File: src/rtl/arm_defs_pkg.sv
// Shared definitions for the arm_core memory-port arbiter: state encoding,
// word width, alignment helpers and the registered memory command layout.
package arm_defs;

  localparam int WORD_W = 32;
  localparam logic [1:0] ALIGN_MASK = 2'b11;

  typedef enum logic [1:0] {
    ARB_IDLE    = 2'd0,
    ARB_BUSY_IF = 2'd1,
    ARB_BUSY_D  = 2'd2,
    ARB_HALTED  = 2'd3
  } arb_state_e;

  typedef struct packed {
    logic              we;
    logic [WORD_W-1:0] addr;
    logic [WORD_W-1:0] wdata;
  } mem_cmd_t;

  function automatic logic is_misaligned(input logic [1:0] lsb);
    return |(lsb & ALIGN_MASK);
  endfunction

endpackage

File: src/rtl/mem_port_arbiter_watchdog.sv
// Ack watchdog: counts non-ack cycles of an access; expired flags the edge on
// which the count would reach LIMIT.
module mem_watchdog #(
  parameter int LIMIT = 255
) (
  input  logic clk,
  input  logic rst,
  input  logic clear,
  input  logic enable,
  output logic expired
);

  logic [7:0] r_cnt;

  always_ff @(posedge clk or negedge rst) begin
    if (!rst)        r_cnt <= '0;
    else if (clear)  r_cnt <= '0;
    else if (enable) r_cnt <= r_cnt + 8'd1;
  end

  // Looks one increment ahead so done lands in the cycle after the LIMIT-th wait.
  assign expired = enable && (r_cnt == 8'(LIMIT - 1));

endmodule

File: src/rtl/mem_port_arbiter.sv
// Shares the single memory port between instruction fetch and data
// load/store: one access in flight, data priority with a bounded streak.
module mem_port_arbiter
  import arm_defs::*;
#(
  parameter int MAX_DATA_STREAK = 4,
  parameter int TIMEOUT         = 255
) (
  input  logic              clk,
  input  logic              rst,
  input  logic              if_req,
  input  logic [WORD_W-1:0] if_addr,
  output logic              if_done,
  output logic [WORD_W-1:0] if_rdata,
  output logic              if_err,
  input  logic              d_req,
  input  logic              d_we,
  input  logic [WORD_W-1:0] d_addr,
  input  logic [WORD_W-1:0] d_wdata,
  output logic              d_done,
  output logic [WORD_W-1:0] d_rdata,
  output logic              d_err,
  output logic              mem_req,
  output logic              mem_we,
  output logic [WORD_W-1:0] mem_addr,
  output logic [WORD_W-1:0] mem_wdata,
  input  logic              mem_ack,
  input  logic [WORD_W-1:0] mem_rdata,
  input  logic              halt_req,
  output logic              halted
);

  arb_state_e        r_state, w_state_nxt;
  logic [3:0]        r_streak, w_streak_nxt;
  mem_cmd_t          r_cmd, w_cmd_nxt;
  logic              r_mem_req, w_mem_req_nxt;
  logic              r_if_done, w_if_done_nxt, r_if_err, w_if_err_nxt;
  logic              r_d_done, w_d_done_nxt, r_d_err, w_d_err_nxt;
  logic [WORD_W-1:0] r_if_rdata, w_if_rdata_nxt, r_d_rdata, w_d_rdata_nxt;
  logic              r_halted, w_halted_nxt;
  logic              w_wd_clr, w_wd_en, w_wd_expired, w_busy;

  assign w_busy  = (r_state == ARB_BUSY_IF) || (r_state == ARB_BUSY_D);
  assign w_wd_en = w_busy && !mem_ack;

  mem_watchdog #(.LIMIT(TIMEOUT)) u_wd (
    .clk     (clk),
    .rst     (rst),
    .clear   (w_wd_clr),
    .enable  (w_wd_en),
    .expired (w_wd_expired)
  );

  always_comb begin
    w_state_nxt    = r_state;
    w_streak_nxt   = r_streak;
    w_cmd_nxt      = r_cmd;
    w_mem_req_nxt  = r_mem_req;
    w_if_done_nxt  = 1'b0;
    w_if_err_nxt   = 1'b0;
    w_d_done_nxt   = 1'b0;
    w_d_err_nxt    = 1'b0;
    w_if_rdata_nxt = r_if_rdata;
    w_d_rdata_nxt  = r_d_rdata;
    w_halted_nxt   = r_halted;
    w_wd_clr       = 1'b0;
    unique case (r_state)
      ARB_IDLE: begin
        if (halt_req) begin
          w_state_nxt  = ARB_HALTED;
          w_halted_nxt = 1'b1;
        end else if (d_req && is_misaligned(d_addr[1:0])) begin
          w_d_done_nxt = 1'b1;
          w_d_err_nxt  = 1'b1;
        end else if (d_req && (!if_req || (r_streak < 4'(MAX_DATA_STREAK)))) begin
          w_state_nxt   = ARB_BUSY_D;
          // Streak only counts data grants that made a waiting fetch wait.
          w_streak_nxt  = if_req ? r_streak + 4'd1 : 4'd0;
          w_cmd_nxt     = '{we: d_we, addr: d_addr, wdata: d_wdata};
          w_mem_req_nxt = 1'b1;
          w_wd_clr      = 1'b1;
        end else if (if_req) begin
          w_state_nxt   = ARB_BUSY_IF;
          w_streak_nxt  = 4'd0;
          w_cmd_nxt.we  = 1'b0;
          w_cmd_nxt.addr = if_addr;
          w_mem_req_nxt = 1'b1;
          w_wd_clr      = 1'b1;
        end
      end
      ARB_BUSY_IF, ARB_BUSY_D: begin
        if (mem_ack || w_wd_expired) begin
          w_state_nxt   = ARB_IDLE;
          w_mem_req_nxt = 1'b0;
          w_cmd_nxt.we  = 1'b0;
          if (r_state == ARB_BUSY_IF) begin
            w_if_done_nxt = 1'b1;
            w_if_err_nxt  = !mem_ack;
            if (mem_ack) w_if_rdata_nxt = mem_rdata;
          end else begin
            w_d_done_nxt = 1'b1;
            w_d_err_nxt  = !mem_ack;
            if (mem_ack) w_d_rdata_nxt = mem_rdata;
          end
        end
      end
      ARB_HALTED: begin
        w_mem_req_nxt = 1'b0;
        w_halted_nxt  = 1'b1;
      end
      default: w_state_nxt = ARB_IDLE;
    endcase
  end

  always_ff @(posedge clk or negedge rst) begin
    if (!rst) begin
      r_state    <= ARB_IDLE;
      r_streak   <= '0;
      r_cmd      <= '0;
      r_mem_req  <= 1'b0;
      r_if_done  <= 1'b0;
      r_if_err   <= 1'b0;
      r_d_done   <= 1'b0;
      r_d_err    <= 1'b0;
      r_if_rdata <= '0;
      r_d_rdata  <= '0;
      r_halted   <= 1'b0;
    end else begin
      r_state    <= w_state_nxt;
      r_streak   <= w_streak_nxt;
      r_cmd      <= w_cmd_nxt;
      r_mem_req  <= w_mem_req_nxt;
      r_if_done  <= w_if_done_nxt;
      r_if_err   <= w_if_err_nxt;
      r_d_done   <= w_d_done_nxt;
      r_d_err    <= w_d_err_nxt;
      r_if_rdata <= w_if_rdata_nxt;
      r_d_rdata  <= w_d_rdata_nxt;
      r_halted   <= w_halted_nxt;
    end
  end

  assign mem_req   = r_mem_req;
  assign mem_we    = r_cmd.we;
  assign mem_addr  = r_cmd.addr;
  assign mem_wdata = r_cmd.wdata;
  assign if_done   = r_if_done;
  assign if_err    = r_if_err;
  assign if_rdata  = r_if_rdata;
  assign d_done    = r_d_done;
  assign d_err     = r_d_err;
  assign d_rdata   = r_d_rdata;
  assign halted    = r_halted;

endmodule

File: config.mk
export PLATFORM = sky130hd
export DESIGN_NAME = mem_port_arbiter
export DESIGN_NICKNAME = d
export VERILOG_FILES = /design/src/rtl/arm_defs_pkg.sv /design/src/rtl/mem_port_arbiter_watchdog.sv /design/src/rtl/mem_port_arbiter.sv
export SDC_FILE = /design/constraint.sdc
export NUM_CORES = 1
export LEC_CHECK = 0
export CORE_MARGIN = 2
export CORE_UTILIZATION = 45
export CTS_BUF_LIST = sky130_fd_sc_hd__clkbuf_8
export CTS_CLUSTER_DIAMETER = 120
export CTS_CLUSTER_SIZE = 40
export DETAILED_ROUTE_END_ITERATION = 6
export PLACE_DENSITY_LB_ADDON = 0.05
export SLEW_MARGIN = 20
export SYNTH_ARGS = -nofsm -noshare
export SYNTH_HDL_FRONTEND = slang
export SYNTH_HIERARCHICAL = 1
export SYNTH_SLANG_ARGS = --single-unit
File: constraint.sdc
create_clock -name clk -period 2.4 [get_ports clk]
set_input_delay 0.24 -clock clk [delete_from_list [all_inputs] [get_ports clk]]
set_output_delay 0.24 -clock clk [all_outputs]
set_load 0.05 [all_outputs]
## Word-level counts from Yosys, hierarchy flattened

Index checks and enable logic that the tools add are counted.
W data, S select, Z words.

| storage, ports and cells | value |
|---|---|
| register bits after elaboration | 149 |
| input port bits | 135 |
| output and inout bits | 135 |
| logic and storage cells | 99 |

| cells by class | value |
|---|---|
| $add $sub $neg | 2 |
| $lt $le $gt $ge | 1 |
| equal/unequal tests | 11 |
| mux-type cells | 44 |
| bitwise operators | 3 |
| reductions and logical operators | 24 |

Operators by type and width:

| operator | number |
|---|---|
| $mux W65 | 2 |
| $mux W33 | 2 |
| $mux W32 | 1 |
| $reduce_and A4 Y1 | 6 |
| $mux W1 | 23 |
| $mux W8 | 2 |
| $mux W4 | 3 |
| $mux W2 | 5 |
| $add A8 B1 Y8 const B | 1 |
| $eq A8 B8 Y1 const B | 1 |
| $ne A2 B2 Y1 const B | 4 |
| $pmux W1 S2 | 4 |
| $reduce_bool A2 Y1 | 4 |
| $ne A3 B3 Y1 const B | 2 |
| $reduce_and A5 Y1 | 1 |
| $add A4 B1 Y4 const B | 1 |
| $eq A2 B2 Y1 const B | 2 |
| $logic_and A1 B1 Y1 | 4 |
| $lt A4 B3 Y1 const B | 1 |
| $ne A4 B4 Y1 const B | 1 |
| $pmux W2 S2 | 1 |
| $reduce_or A2 Y1 | 2 |
| $logic_or A1 B1 Y1 | 3 |
| $not A1 Y1 | 3 |
| 5 further kinds | 6 |

## Longest topological paths before layout

| depth | value |
|---|---|
| word-level depth | 8 |
| mapped depth | 10 |
| depth with buffers taken out | 9 |

## Cells and area by module

The synthesis kept the hierarchy.

By module, submodules not included:

| module | times used | cells an instance | area each (µm²) | sequential area each (µm²) |
|---|---|---|---|---|
| mem_port_arbiter | 1 | 488 | 6458.7 | 3528.4 |
| mem_watchdog | 1 | 41 | 411.6 | 200.2 |

## Worst setup path after synthesis

OpenSTA, ideal clock, no wires.

| timing path | value |
|---|---|
| path type | reg2reg |
| start point | register r_state[0] |
| end point | register r_state[0] |
| setup time | 128 ps |
| data arrival time | 2105 ps |
| required time | 2272 ps |
| path slack | 168 ps |
| cell stages (with the launch flop) | 11 |
| buffers on the path | 1 |
| clock period less this slack | 2232 ps |
| cells stage by stage | dfrtp_1 -> inv_1 -> ha_1 -> inv_1 -> nor2_1 -> buf_4 -> nand4_1 -> nor2_1 -> nor3b_1 -> a311oi_2 -> mux2_1 |

| on the way | value |
|---|---|
| cells in the longest elaborated chain, start to end | 7 |
| elaborated cells between the ends (all ways) | 14 |
| those cells by class | eq/ne: 5; mux: 1; reduce/logical: 8 |

RTL lines:

| item | RTL line | RTL |
|---|---|---|
| from (decl) | mem_port_arbiter.sv:33 | `arb_state_e r_state, w_state_nxt;` |
| from (signal assigned) | mem_port_arbiter.sv:129 | `r_state <= w_state_nxt;` |
| $eq A2 B1 Y1 / $eq A2 B2 Y1 (equally long branches) | mem_port_arbiter.sv:43 | `assign w_busy = (r_state == ARB_BUSY_IF) \|\| (r_state == ARB_BUSY_D);` |
| $logic_or A1 B1 Y1 * | mem_port_arbiter.sv:43 |  |
| $logic_and A1 B1 Y1 * | mem_port_arbiter.sv:44 | `assign w_wd_en = w_busy && !mem_ack;` |
| named net w_wd_en | mem_port_arbiter.sv:41 | `logic w_wd_clr, w_wd_en, w_wd_expired, w_busy;` |
| $logic_and A1 B1 Y1 * | mem_port_arbiter_watchdog.sv:22 | `assign expired = enable && (r_cnt == 8'(LIMIT - 1));` |
| named net w_wd_expired | mem_port_arbiter.sv:41 |  |
| $logic_or A1 B1 Y1 * | mem_port_arbiter.sv:92 | `if (mem_ack \|\| w_wd_expired) begin` |
| $ne A2 B2 Y1 (no source line) * | - |  |
| $reduce_and A4 Y1 (no source line) * | - |  |

Mark *: on every way through the listed nets, which the timed path passes. The rest lies on a longest branch.
A chain may end at the register's enable or synchronous reset.

## Final worst setup path

Ends and elaborated chain as after synthesis.

==> reports/metrics.csv <==
stage,metric,value,unit
routing,DRC viols,0,
placement,gpl congestion,0.848,
floorplan,FP Rows,45,
layout,layout cell share with drive strength beyond 1,0.216,
worst_setup_path,CP Max Fanout,4,
yosys,sequential share of the synthesized area,0.543,
layout,diode count,0,
pwr,VDD IR-drop max,0.864,mV
yosys,main combinational cell family by area after synthesis,multiplexers,
layout,fin area,10200,um^2
yosys,Yosys cell types,42,
clock_network,root buf cell,clkbuf_8,
pwr,Leak,4.26,nW
timing,final worst setup slack,0.252,ns
min_path,worst min path class,primary input to async pin,
routing,Routed WL per cell,17.4,um
worst_setup_path,CP endpoint kind,flip-flop,
clock_network,CTS max path bufs,2,
routing,routed wire length,17400,um
timing,maximum clock rate,466,MHz
global_route,gr ovfl total,0,
layout,fillcell total,1054,
placement,Area after DPL,9800,um^2
floorplan,DIE AREA,16300,um^2
routing,Iter 0 DRT Violations,142,
timing,slew margin rel.,0.617,
timing,Slew Limit Fails,0,
timing,Fin Hold WS,0.331,ns
yosys,total nets after synthesis,670,
floorplan,Die X-Extent,128,um
timing,clock skew,0.00964,ns
yosys,cell taking the most area after synthesis,dfrtp_1,
yosys,Area contributors post-synth,"dfrtp_1, mux2_2, o211ai_1, mux2_4, nand2b_1",
outcome,status,completed,
floorplan,IO Pins,270,
global_route,largest net degree at the start of global routing,60,
placement,Placed Cells,971,
routing,Vias,5256,
worst_setup_path,crit start category,flip-flop,
yosys,synthesized flop and latch total,149,
floorplan,chip height,128,um
global_route,first-pass GRT wire length,27900,um
timing,Worst Max-Slew Pin Slew,0.573,ns
worst_setup_path,max incr delay on CP,0.50,ns
yosys,share of the synthesized area in the top cell type,0.543,
yosys,Synthesis Warnings,6,
worst_setup_path,worst path cell trace,inv_1 > ha_1 > inv_1 > nor2_1 > nand4_1 > nor2_1 > nor3b_1 > a311oi_2 > mux2_1,
clock_network,clock-pin slew on the worst setup and hold paths,0.07,ns
routing,first drt pass iteration count,5,
placement,Port Buffers,269,
run,max cap viols,0,
routing,Via density,5.24,
timing,unrepaired setup endpoints after global routing,no,
layout,Synth-to-Final Area Change,48.9,%
yosys,Mapped Cells,529,
clock_network,CTS tree,yes,
routing,ANT nets after route,0,
clock_network,Num CTS Buffers,17,
global_route,Overall Global Routing Usage,0.218,
yosys,Synth Area in XOR/XNOR,0.00510,
floorplan,Core Region,15000,um^2
clock_network,H-tree lvl count,4,
global_route,initial antenna violation count,0,
timing,crit share post-route,0.895,
global_route,vias in the first global route,5474,
yosys,"Avg Cell Area, Syn",13.0,um^2
layout,nets,944,
placement,HPWL Detailed,12800,um
layout,fin util,0.681,
worst_setup_path,type of the worst setup path,flip-flop to flip-flop,
worst_setup_path,Worst Path Required,2.71,ns
worst_setup_path,CP max stage cell,nor3b_1,
yosys,Compound-Gate Fraction of Synth Area,0.0967,
yosys,multiplexer area fraction after synthesis,0.230,
timing,final worst path period need,2.15,ns
clock_network,CTS Sinks,149,
layout,Layout Cells excl Fill,1003,
timing,Final Hold Viols,0,
yosys,adder-cell share of the synthesized area,0.0109,
yosys,Synth Area in Simple Gates,0.0809,
clock_network,Post-CTS Setup Bufs,0,
placement,pre-CTS setup slack,0.199,ns
worst_setup_path,crit path DAT,2.46,ns
yosys,"Cell Area, Synth",6870,um^2
clock_network,worst skew pair latency,0.44,ns
floorplan,Starting Density,0.457,
timing,setup TNS,0,ns
timing,final setup violation count,0,
pwr,PwrDens,1510,nW/um^2
pwr,Final Total Pwr,15.5,mW
[logic make-up (layout without fill, tap and decap cells)]
family / Yosys count / after routing
flops: 149 / 149
mux: 131 / 131
simple gates: 105 / 105
compound gates: 91 / 91
buf+inv: 43 / 329
fa+ha+maj: 6 / 6
xor+xnor: 4 / 4
[routing by layer]
metal / GRT usage / share of wire / vias to the layer above / wire length (um)
li1: - / - / 2453 / -
met1: 0.264 / 0.41 / 2586 / 7100
met2: 0.366 / 0.50 / 187 / 8660
met3: 0.0666 / 0.071 / 30 / 1230
met4: 0.0821 / 0.025 / 0 / 430
met5: 0 / 0 / - / 0
[path summary, 6_finish.rpt]
path,start,endpoint,slack (ns),cells past startpoint
worst max-delay path,r_state[0]$_DFFE_PN0P_,r_state[0]$_DFFE_PN0P_,0.25,9
worst min-delay path,rst,if_rdata[18]$_DFFE_PN0P_,0.33,2
worst max register to register,r_state[0]$_DFFE_PN0P_,r_state[0]$_DFFE_PN0P_,0.25,9
worst min register to register,halted$_DFFE_PN0P_,halted$_DFFE_PN0P_,0.49,1
max in group asynchronous,rst,u_wd/r_cnt[6]$_DFFE_PN0P_,1.31,3
min in group clk,d_wdata[24],mem_wdata[24]$_DFFE_PN0P_,0.39,2
[repair_timing]
| item | 4_1_cts | 5_1_grt |
|---|---|---|
| endpoints found under the hold margin | 56 | 0 |
| gates resized for setup | 0 | 0 |
| hold buffers | 1 | 0 |
[report_power, final]
part	total [mW]	internal (mW)	switching, mW
sequential	4.39	3.71	0.679
clock	2.02	1.13	0.894
combinational	9.09	3.51	5.57
total	15.5	8.35	7.14
[flip-flops by register name, indices dropped and copies added (netlist names), 2 cells and up]
register,cells
r_state,2
mem_addr,32
u_wd/r_cnt,8
if_rdata,32
r_streak,4
mem_wdata,32
d_rdata,32
[cells in the mapped netlist]
master	count
nand3_1	4
a21bo_2	1
o2bb2ai_1	2
buf_4	2
nor2b_1	4
nand2_1	38
nand4_4	1
xnor2_1	1
a21oi_1	7
o221ai_1	1
nor3b_1	1
or3b_4	1
inv_1	5
nor2_1	10
a311oi_2	1
o22a_1	1
a31oi_1	1
a211oi_1	2
buf_2	9
mux2_1	10
ha_1	6
nand3b_1	1
buf_12	3
mux2i_1	2
buf_1	3
or3_1	3
o211a_1	1
nand2b_1	34
mux2_4	28
o21bai_1	1
o21ai_0	6
nand4_1	6
and2_1	1
o21a_1	1
clkbuf_1	20
o211ai_1	65
xor2_1	3
clkinv_4	1
and2b_1	1
mux2_2	91
o21ai_1	1
dfrtp_1	149
[area by class of cell]
type	count	area, um^2	share of cell area
sequential	149	3730	0.364
tap	188	235	0.0230
multi-input combinational	337	2910	0.284
clock buffer	21	289	0.0282
clock inverter	10	130	0.0127
inverter	6	27.5	0.00269
timing repair buffer	292	2910	0.285
[worst max-delay path: cells and delay by family, from the launching register on]
kind,cells,cell delay [ns]
AO/OA/AOI/OAI,1,0.13
buffers and inverters,2,0.16
flip-flops,1,0.41
AND/OR/NAND/NOR,4,0.69
multiplexers,1,0.34
adder cells (fa/ha/maj),1,0.30
[placed cells by master, fill, tap and decap left out, types with 10 or more instances in the layout]
cell	synthesis	layout
o211ai_1	65	65
mux2_4	28	28
clkdlybuf4s50_1	0	267
mux2_1	10	10
clkbuf_8	0	21
mux2_2	91	91
buf_4	2	18
nand2b_1	34	34
nand2_1	38	38
nor2_1	10	10
dfrtp_1	149	149
Note: power is estimated with default switching activity, not from simulation.
==> RTL edit (config.mk and constraints unchanged) <==
Set the package constant `WORD_W` to 16 (it was 32).
--- a/src/rtl/arm_defs_pkg.sv
+++ b/src/rtl/arm_defs_pkg.sv
@@ -2,7 +2,7 @@
 // word width, alignment helpers and the registered memory command layout.
 package arm_defs;
 
-  localparam int WORD_W = 32;
+  localparam int WORD_W = 16;
   localparam logic [1:0] ALIGN_MASK = 2'b11;
 
   typedef enum logic [1:0] {
Ports: changed (8 resized); port bits go from 270 to 142. The function was not compared with the original's and may differ.
==> RTL edit against the unedited design <==
First-iteration DRC count decreased by 39%. Utilization increased by 1.1 points. Global-route usage decreased by 2.8 points. Synthesized cell count decreased by 47%. Setup slack got worse by 15 ps. Sequential power decreased by 45%. Wire length decreased by 55%. Area after synthesis decreased by 47%. Final area decreased by 48%. Total power decreased by 49%. Sequential cell count decreased by 64. Combinational power decreased by 50%. Via count decreased by 50%. Largest cell class unchanged. Largest power group unchanged. Highest routed layer unchanged.
==> RTL edit: results (changes against the unedited design) <==
stage,metric,value,unit,change
run_status,status,finished clean,,
clock_network,cts_max_level,3,,-1
logic_synthesis,synth_cell_type_count,36,,-14%
grt,met3_usage,5.96,%,-0.70 points
clock_network,clk_latency,350,ps,-90 ps
grt,grt_max_degree,52,,-13%
pwr,leakagePower,2.36,nW,-45%
logic_synthesis,synth-seq-area-share,58.9,%,+4.7 points
pwr,peakVddDrop,751,uV,-13%
placement,place_area,5150,um^2,-47%
grt,grt_use_met2,31.1,%,-5.5 points
detailed_routing,wl,7.83,mm,-55%
placement,numPortBuffers,141,,-48%
logic_synthesis,ys_top_cells_by_area,"dfrtp_1 (59%), mux2_2 (15%), mux2i_1 (4.4%), o21ai_0 (3.2%), nand2_1 (2.5%)",,
detailed_routing,firstDrtPassIters,4,,-1
worst_setup_path,cp.arrival,2390,ps,-70 ps
logic_synthesis,synth.avg_cell_area,12.9,um^2,-0.41%
placement,dp.final_hpwl,5.93,mm,-54%
placement,place_inst,519,,-47%
timing,timing.final.ws_setup,237,ps,-14.7 ps
detailed_routing,drt-met1-wl,3.41,mm,-52%
grt,grt.total_usage,19.0,%,-2.8 points
grt,met1_usage,23.7,%,-2.7 points
timing,skew,11.5,ps,+1.83 ps
timing,slew_headroom,63.3,%,+1.7 points
detailed_routing,route.met3.wl,556,um,-55%
finish,nFillCells,609,,-42%
[RTL edit: cell types whose count changed in the layout (fill, tap and decap cells not counted), sizes merged, moves of 13 or more]
cell	delta
clkdlybuf4s50	-127
buf	-15
nand2	-13
mux2i	+14
dfrtp	-64
mux2	-79
o211ai	-64
nand2b	-33
o21ai	+19
[RTL edit: area by class of cell]
| type | instances | area, um^2 | area share, % |
|---|---|---|---|
| multi-input cells | 178 | 1400 | 26.1 |
| clock buffers | 9 | 124 | 2.31 |
| flip-flops and latches | 85 | 2130 | 39.6 |
| well taps | 102 | 128 | 2.38 |
| clock inverters | 7 | 81.3 | 1.51 |
| repair buffers | 150 | 1490 | 27.8 |
| inverters | 5 | 18.8 | 0.350 |
[RTL edit: path summary, 6_finish.rpt]
kind	from	end	depth (start not counted)
worst max-delay path	r_state[0]	r_state[0]	8
worst min-delay path	rst	mem_addr[4]	2
worst max register to register	r_state[0]	r_state[0]	8
worst min register to register	mem_addr[11]	mem_addr[11]	2
max in group asynchronous	rst	u_wd/r_cnt[5]	3
min in group clk	mem_addr[11]	mem_addr[11]	2
[RTL edit: cells by family (layout without fill, tap and decap cells)]
| group | count (synthesis) | after routing | share of synthesized area, % |
|---|---|---|---|
| multiplexers | 66 | 66 | 20.2 |
| flip-flops | 85 | 85 | 58.9 |
| XOR/XNOR | 4 | 4 | 0.971 |
| AND/OR/NAND/NOR | 64 | 64 | 9.54 |
| AO/OA/AOI/OAI | 38 | 38 | 5.83 |
| adder cells (fa/ha/maj) | 6 | 6 | 2.08 |
| buffers and inverters | 16 | 171 | 2.39 |
[RTL edit: power breakdown]
group,total [mW],internal [mW],switching (mW)
Combinational,4.52,1.71,2.80
Sequential,2.40,2.05,0.347
Clock,1.03,0.495,0.535
